## src/rtl/imm_encoder.sv

```systemverilog
// rtl/imm_encoder.sv - RV32I instruction word encoder with two-word LI expansion
// Encodes one request per cycle into a registered word stream; LI may emit LUI then ADDI.
module imm_encoder (
  input  logic        clk,
  input  logic        rst_n,
  input  logic        in_valid,
  output logic        in_ready,
  input  logic [2:0]  in_fmt,
  input  logic [6:0]  in_opcode,
  input  logic [2:0]  in_funct3,
  input  logic [4:0]  in_rd,
  input  logic [4:0]  in_rs1,
  input  logic [4:0]  in_rs2,
  input  logic [31:0] in_imm,
  output logic        out_valid,
  input  logic        out_ready,
  output logic [31:0] out_instr,
  output logic        out_err,
  output logic        out_last
);

  typedef enum logic [1:0] {IDLE, HOLD, HOLD2} state_t;

  localparam logic [2:0] F_I  = 3'd0;
  localparam logic [2:0] F_S  = 3'd1;
  localparam logic [2:0] F_B  = 3'd2;
  localparam logic [2:0] F_J  = 3'd3;
  localparam logic [2:0] F_U  = 3'd4;
  localparam logic [2:0] F_LI = 3'd5;

  localparam logic [6:0] OP_ADDI = 7'h13;
  localparam logic [6:0] OP_LUI  = 7'h37;

  state_t state, state_nx;

  logic signed [31:0] simm;
  logic [19:0] li_hi;
  logic [11:0] li_lo;
  logic [31:0] enc_word, enc_pend, pend;
  logic        enc_err, enc_two;
  logic        accept, consume, load_enc, load_pend;

  assign simm  = $signed(in_imm);
  // (imm + 0x800) >> 12 without carrying the unused low bits around
  assign li_hi = in_imm[31:12] + {19'd0, in_imm[11]};
  assign li_lo = in_imm[11:0];

  always_comb begin
    enc_word = 32'd0;
    enc_pend = 32'd0;
    enc_err  = 1'b0;
    enc_two  = 1'b0;
    case (in_fmt)
      F_I: begin
        enc_word = {in_imm[11:0], in_rs1, in_funct3, in_rd, in_opcode};
        enc_err  = (simm < -32'sd2048) || (simm > 32'sd2047);
      end
      F_S: begin
        enc_word = {in_imm[11:5], in_rs2, in_rs1, in_funct3, in_imm[4:0], in_opcode};
        enc_err  = (simm < -32'sd2048) || (simm > 32'sd2047);
      end
      F_B: begin
        enc_word = {in_imm[12], in_imm[10:5], in_rs2, in_rs1, in_funct3,
                    in_imm[4:1], in_imm[11], in_opcode};
        enc_err  = (simm < -32'sd4096) || (simm > 32'sd4094) || in_imm[0];
      end
      F_J: begin
        enc_word = {in_imm[20], in_imm[10:1], in_imm[11], in_imm[19:12], in_rd, in_opcode};
        enc_err  = (simm < -32'sd1048576) || (simm > 32'sd1048574) || in_imm[0];
      end
      F_U: begin
        enc_word = {in_imm[31:12], in_rd, in_opcode};
        enc_err  = (in_imm[11:0] != 12'd0);
      end
      F_LI: begin
        if (li_hi == 20'd0) begin
          enc_word = {li_lo, 5'd0, 3'b000, in_rd, OP_ADDI};
        end else if (li_lo == 12'd0) begin
          enc_word = {li_hi, in_rd, OP_LUI};
        end else begin
          enc_word = {li_hi, in_rd, OP_LUI};
          enc_pend = {li_lo, in_rd, 3'b000, in_rd, OP_ADDI};
          enc_two  = 1'b1;
        end
      end
      default: begin
        enc_word = 32'd0;
        enc_err  = 1'b1;
      end
    endcase
  end

  assign in_ready  = rst_n && ((state == IDLE) || ((state == HOLD) && out_ready));
  assign out_valid = (state != IDLE);
  assign accept    = in_valid && in_ready;
  assign consume   = out_valid && out_ready;

  always_comb begin
    state_nx  = state;
    load_enc  = 1'b0;
    load_pend = 1'b0;
    case (state)
      IDLE, HOLD: begin
        if (accept) begin
          load_enc = 1'b1;
          state_nx = enc_two ? HOLD2 : HOLD;
        end else if (consume) begin
          state_nx = IDLE;
        end
      end
      HOLD2: begin
        if (consume) begin
          load_pend = 1'b1;
          state_nx  = HOLD;
        end
      end
      default: state_nx = IDLE;
    endcase
  end

  always_ff @(posedge clk) begin
    if (!rst_n) begin
      state     <= IDLE;
      out_instr <= 32'd0;
      out_err   <= 1'b0;
      out_last  <= 1'b0;
      pend      <= 32'd0;
    end else begin
      state <= state_nx;
      if (load_enc) begin
        out_instr <= enc_word;
        out_err   <= enc_err;
        out_last  <= !enc_two;
        pend      <= enc_pend;
      end else if (load_pend) begin
        out_instr <= pend;
        out_err   <= 1'b0;
        out_last  <= 1'b1;
      end
    end
  end

endmodule

```

## config.mk

```make
export PLATFORM = sky130hd
export DESIGN_NAME = imm_encoder
export DESIGN_NICKNAME = d
export VERILOG_FILES = /design/src/rtl/imm_encoder.sv
export SDC_FILE = /design/constraint.sdc
export NUM_CORES = 1
export LEC_CHECK = 0
export ABC_AREA = 1
export CAP_MARGIN = 30
export CORE_AREA = 2 2 121 123
export CTS_BUF_LIST = sky130_fd_sc_hd__clkbuf_16
export DETAILED_ROUTE_END_ITERATION = 8
export DIE_AREA = 0 0 123 125
export GPL_TIMING_DRIVEN = 0
export PLACE_DENSITY = 0.65
export SLEW_MARGIN = 20
export SYNTH_ARGS = -nofsm -noshare
export SYNTH_HDL_FRONTEND = slang
export SYNTH_SLANG_ARGS = --single-unit
```

## constraint.sdc

```tcl
create_clock -name clk -period 2.4 [get_ports clk]
set_clock_uncertainty 0.05 [all_clocks]
set_input_delay 0.72 -clock clk [delete_from_list [all_inputs] [get_ports clk]]
set_output_delay 0.72 -clock clk [all_outputs]
set_load 0.02 [all_outputs]
```

==> impl_metrics.json <==
{
  "required_ns": 2.51,
  "start_util": 0.2894,
  "yosys.area.top_type_share": 0.2630,
  "tightest_slew_ns": 0.6956,
  "die-area_sq_mm": 0.01538,
  "drt_iter0_drc": 411,
  "synth_fp_nets": 717,
  "ys.flop_type": "dfxtp_1",
  "first_pass_iters": 7,
  "finalSetupViolCount": 22,
  "grt_first_pass_wirelength_um": 24180,
  "die_h_um": 125,
  "rsz0062_at_grt": "yes",
  "ys_warn_count": 0,
  "synthCells": 650,
  "violations": "setup timing",
  "drc_errors": 0,
  "clock-sinks": 54,
  "antenna_left": 0,
  "num_rows": 44,
  "wl_um": 15290,
  "p_total_uw": 2453,
  "path_clk_slew_ns": 0.07,
  "maxCapViolCount": 0,
  "cts-root-buf": "clkbuf_16",
  "syn_area_sq_mm": 0.004110,
  "hpwlAfterDp_um": 11510,
  "arrival_ns": 2.57,
  "p_comb_frac": 0.316,
  "period_share": 1.026,
  "antenna_found_initial": 1,
  "synth_seq_cells": 54,
  "cts_buffer_depth": 2,
  "synth_edf_count": 0,
  "coreArea_sq_mm": 0.01420,
  "yosysMostFrequentCell": "nand2_1",
  "layout-drive-gt1-share": 0.2695,
  "synth_cell_types": 38,
  "gp_congestion": 0.9004,
  "overflow": 0,
  "io-pin-count": 100,
  "dpl.cell_count": 930,
  "cts_made_buffers": 5,
  "worstPathMaxFanout": 6,
  "port_buffers": 96,
  "fin_cells": 979,
  "hp-class": "flip-flop to flip-flop",
  "final_util": 0.4354,
  "crit_type": "input port to flip-flop",
  "p_seq_frac": 0.390,
  "async_reset_ff_frac": 0,
  "avgViaCountPerCell": 5.018,
  "dieWidth_um": 123,
  "critPathLaunchType": "input port",
  "min_period_ns": 2.463,
  "track_usage": 0.1969,
  "cts_tree": "yes",
  "fmax_mhz": 406.0,
  "ys_seq_area_frac": 0.2630,
  "p_int_uw": 1637,
  "hold_violations": 0,
  "clock_latency_ns": 0.30,
  "fin_nets": 860,
  "grt_pass1_vias": 4750,
  "grt_max_degree": 17,
  "syn_to_final_growth_pct": 50.47,
  "run_status": "finished, violations left",
  "synth_top_cell_by_area": "dfxtp_1",
  "vias": 4913,
  "p_leak_uw": 0.002647,
  "wire_per_inst_um": 15.62,
  "ir_drop_v": 0.0003432,
  "slew_headroom": 0.5363,
  "synth_common_cells": "nand2_1, inv_1, dfxtp_1, o21ai_0, nor2_1",
  "end_kind": "flip-flop",
  "hold_buffers": 0,
  "fin_ws_ns": -0.06323,
  "clock_power_share": 0.294,
  "htree_num_levels": 2,
  "switchingPower_uw": 815.8,
  "netlist_top_cells_area": "dfxtp_1, nand2_1, inv_1",
  "fin_tns_setup_ns": -0.6833,
  "p_sw_frac": 0.3326,
  "syn_avg_cell_area_sq_um": 6.323,
  "p_per_area_mw_per_mm2": 396.6,
  "finalMaxSlewViolations": 0
}
layer usage:
metal	GRT usage	vias to the layer above	share of wire
met5	0	-	0
met4	0.04545	0	0.017
met3	0.03376	20	0.064
met2	0.3234	169	0.47
met1	0.2681	2271	0.45
li1	-	2453	-
state kept, by name, summed over array words and instances (netlist names):
signal and flops:
state 2, out_last 1, pend 18, out_err 1
out_instr 32
worst paths after layout:
check / cells after the start / slack, ns / from / to
worst max-delay path: 17 / -0.06 / in_imm[12] / pend[21]
worst min-delay path: 2 / 0.42 / pend[4] / pend[4]
worst max register to register: 7 / 0.56 / state[1] / out_instr[29]
worst min register to register: 2 / 0.42 / pend[4] / pend[4]
power groups by stage:
| stage | clock (uW) | combinational [uW] | sequential (uW) |
|---|---|---|---|
| floorplan | 0 | 319 | 1020 |
| detailed placement | 0 | 681 | 978 |
| global route | 760 | 840 | 963 |
| global placement | 0 | 683 | 978 |
| finish | 720 | 775 | 958 |
| CTS | 720 | 730 | 958 |
worst max-delay path: stages:
cell and delay [ns]:
buf_8 0.09, ha_4 0.14, nand2_4 0.07, nor2_8 0.17
buf_6 0.13, nand3_4 0.08, nand2_4 0.08, nand2_1 0.06
nor2_2 0.16, nand2_2 0.11, nor2_8 0.16, nand3_4 0.12
nand2_4 0.13, nor2_8 0.06, clkbuf_16 0.17, nand3_2 0.06
a21oi_2 0.05
cell usage in the layout, fill, tap and decap left out, drive strengths merged, types with 22 or more instances in the layout:
cell             n
dfxtp           54
buf             54
nand4           22
nor2            63
nand2          195
a21oi           56
o21ai           60
clkbuf          29
nand3           53
clkdlybuf4s50   63
inv             80
final cells by class:
| type | instances | area [sq um] |
|---|---|---|
| inverter | 80 | 309.0 |
| clock inverter | 3 | 17.52 |
| multi-input combinational | 494 | 2993 |
| fill | 1505 | 8019 |
| antenna | 1 | 2.502 |
| clock buffer | 5 | 125.1 |
| timing repair buffer | 135 | 1286 |
| buffer | 23 | 140.1 |
| sequential | 54 | 1081 |
| tap | 184 | 230.2 |
what timing repair did:
| action | in CTS | in global routing |
|---|---|---|
| hold endpoints to repair | 0 | 0 |
| resized for setup | 114 | 81 |
| setup endpoints to repair | 55 | 52 |
| pin swaps | 36 | 40 |
| buffers inserted | 27 | 13 |
| cloned | 2 | 0 |
kinds of logic (layout without fill, tap and decap cells):
logic type,Yosys count,after routing,synth area share
AO/OA/AOI/OAI,140,140,0.1985
XOR/XNOR,4,4,0.01035
other,0,1,0
AND/OR/NAND/NOR,346,347,0.4192
adder cells (fa/ha/maj),3,3,0.009133
flip-flops,54,54,0.2630
buffers and inverters,103,246,0.09985
per-stage QoR:
step                      hold slack, ns  cell area [sq um]  setup WS [ns]
after detailed placement          0.4020               5378         -1.375
after global placement            0.3987               5378         -1.354
after CTS                         0.4131               5902       -0.02063
final                             0.4174               6185       -0.06323
after floorplan                   0.3922               4187       -0.06217
after global routing              0.4351               6185        -0.1289
No activity file was read; power rests on OpenSTA's default activity.
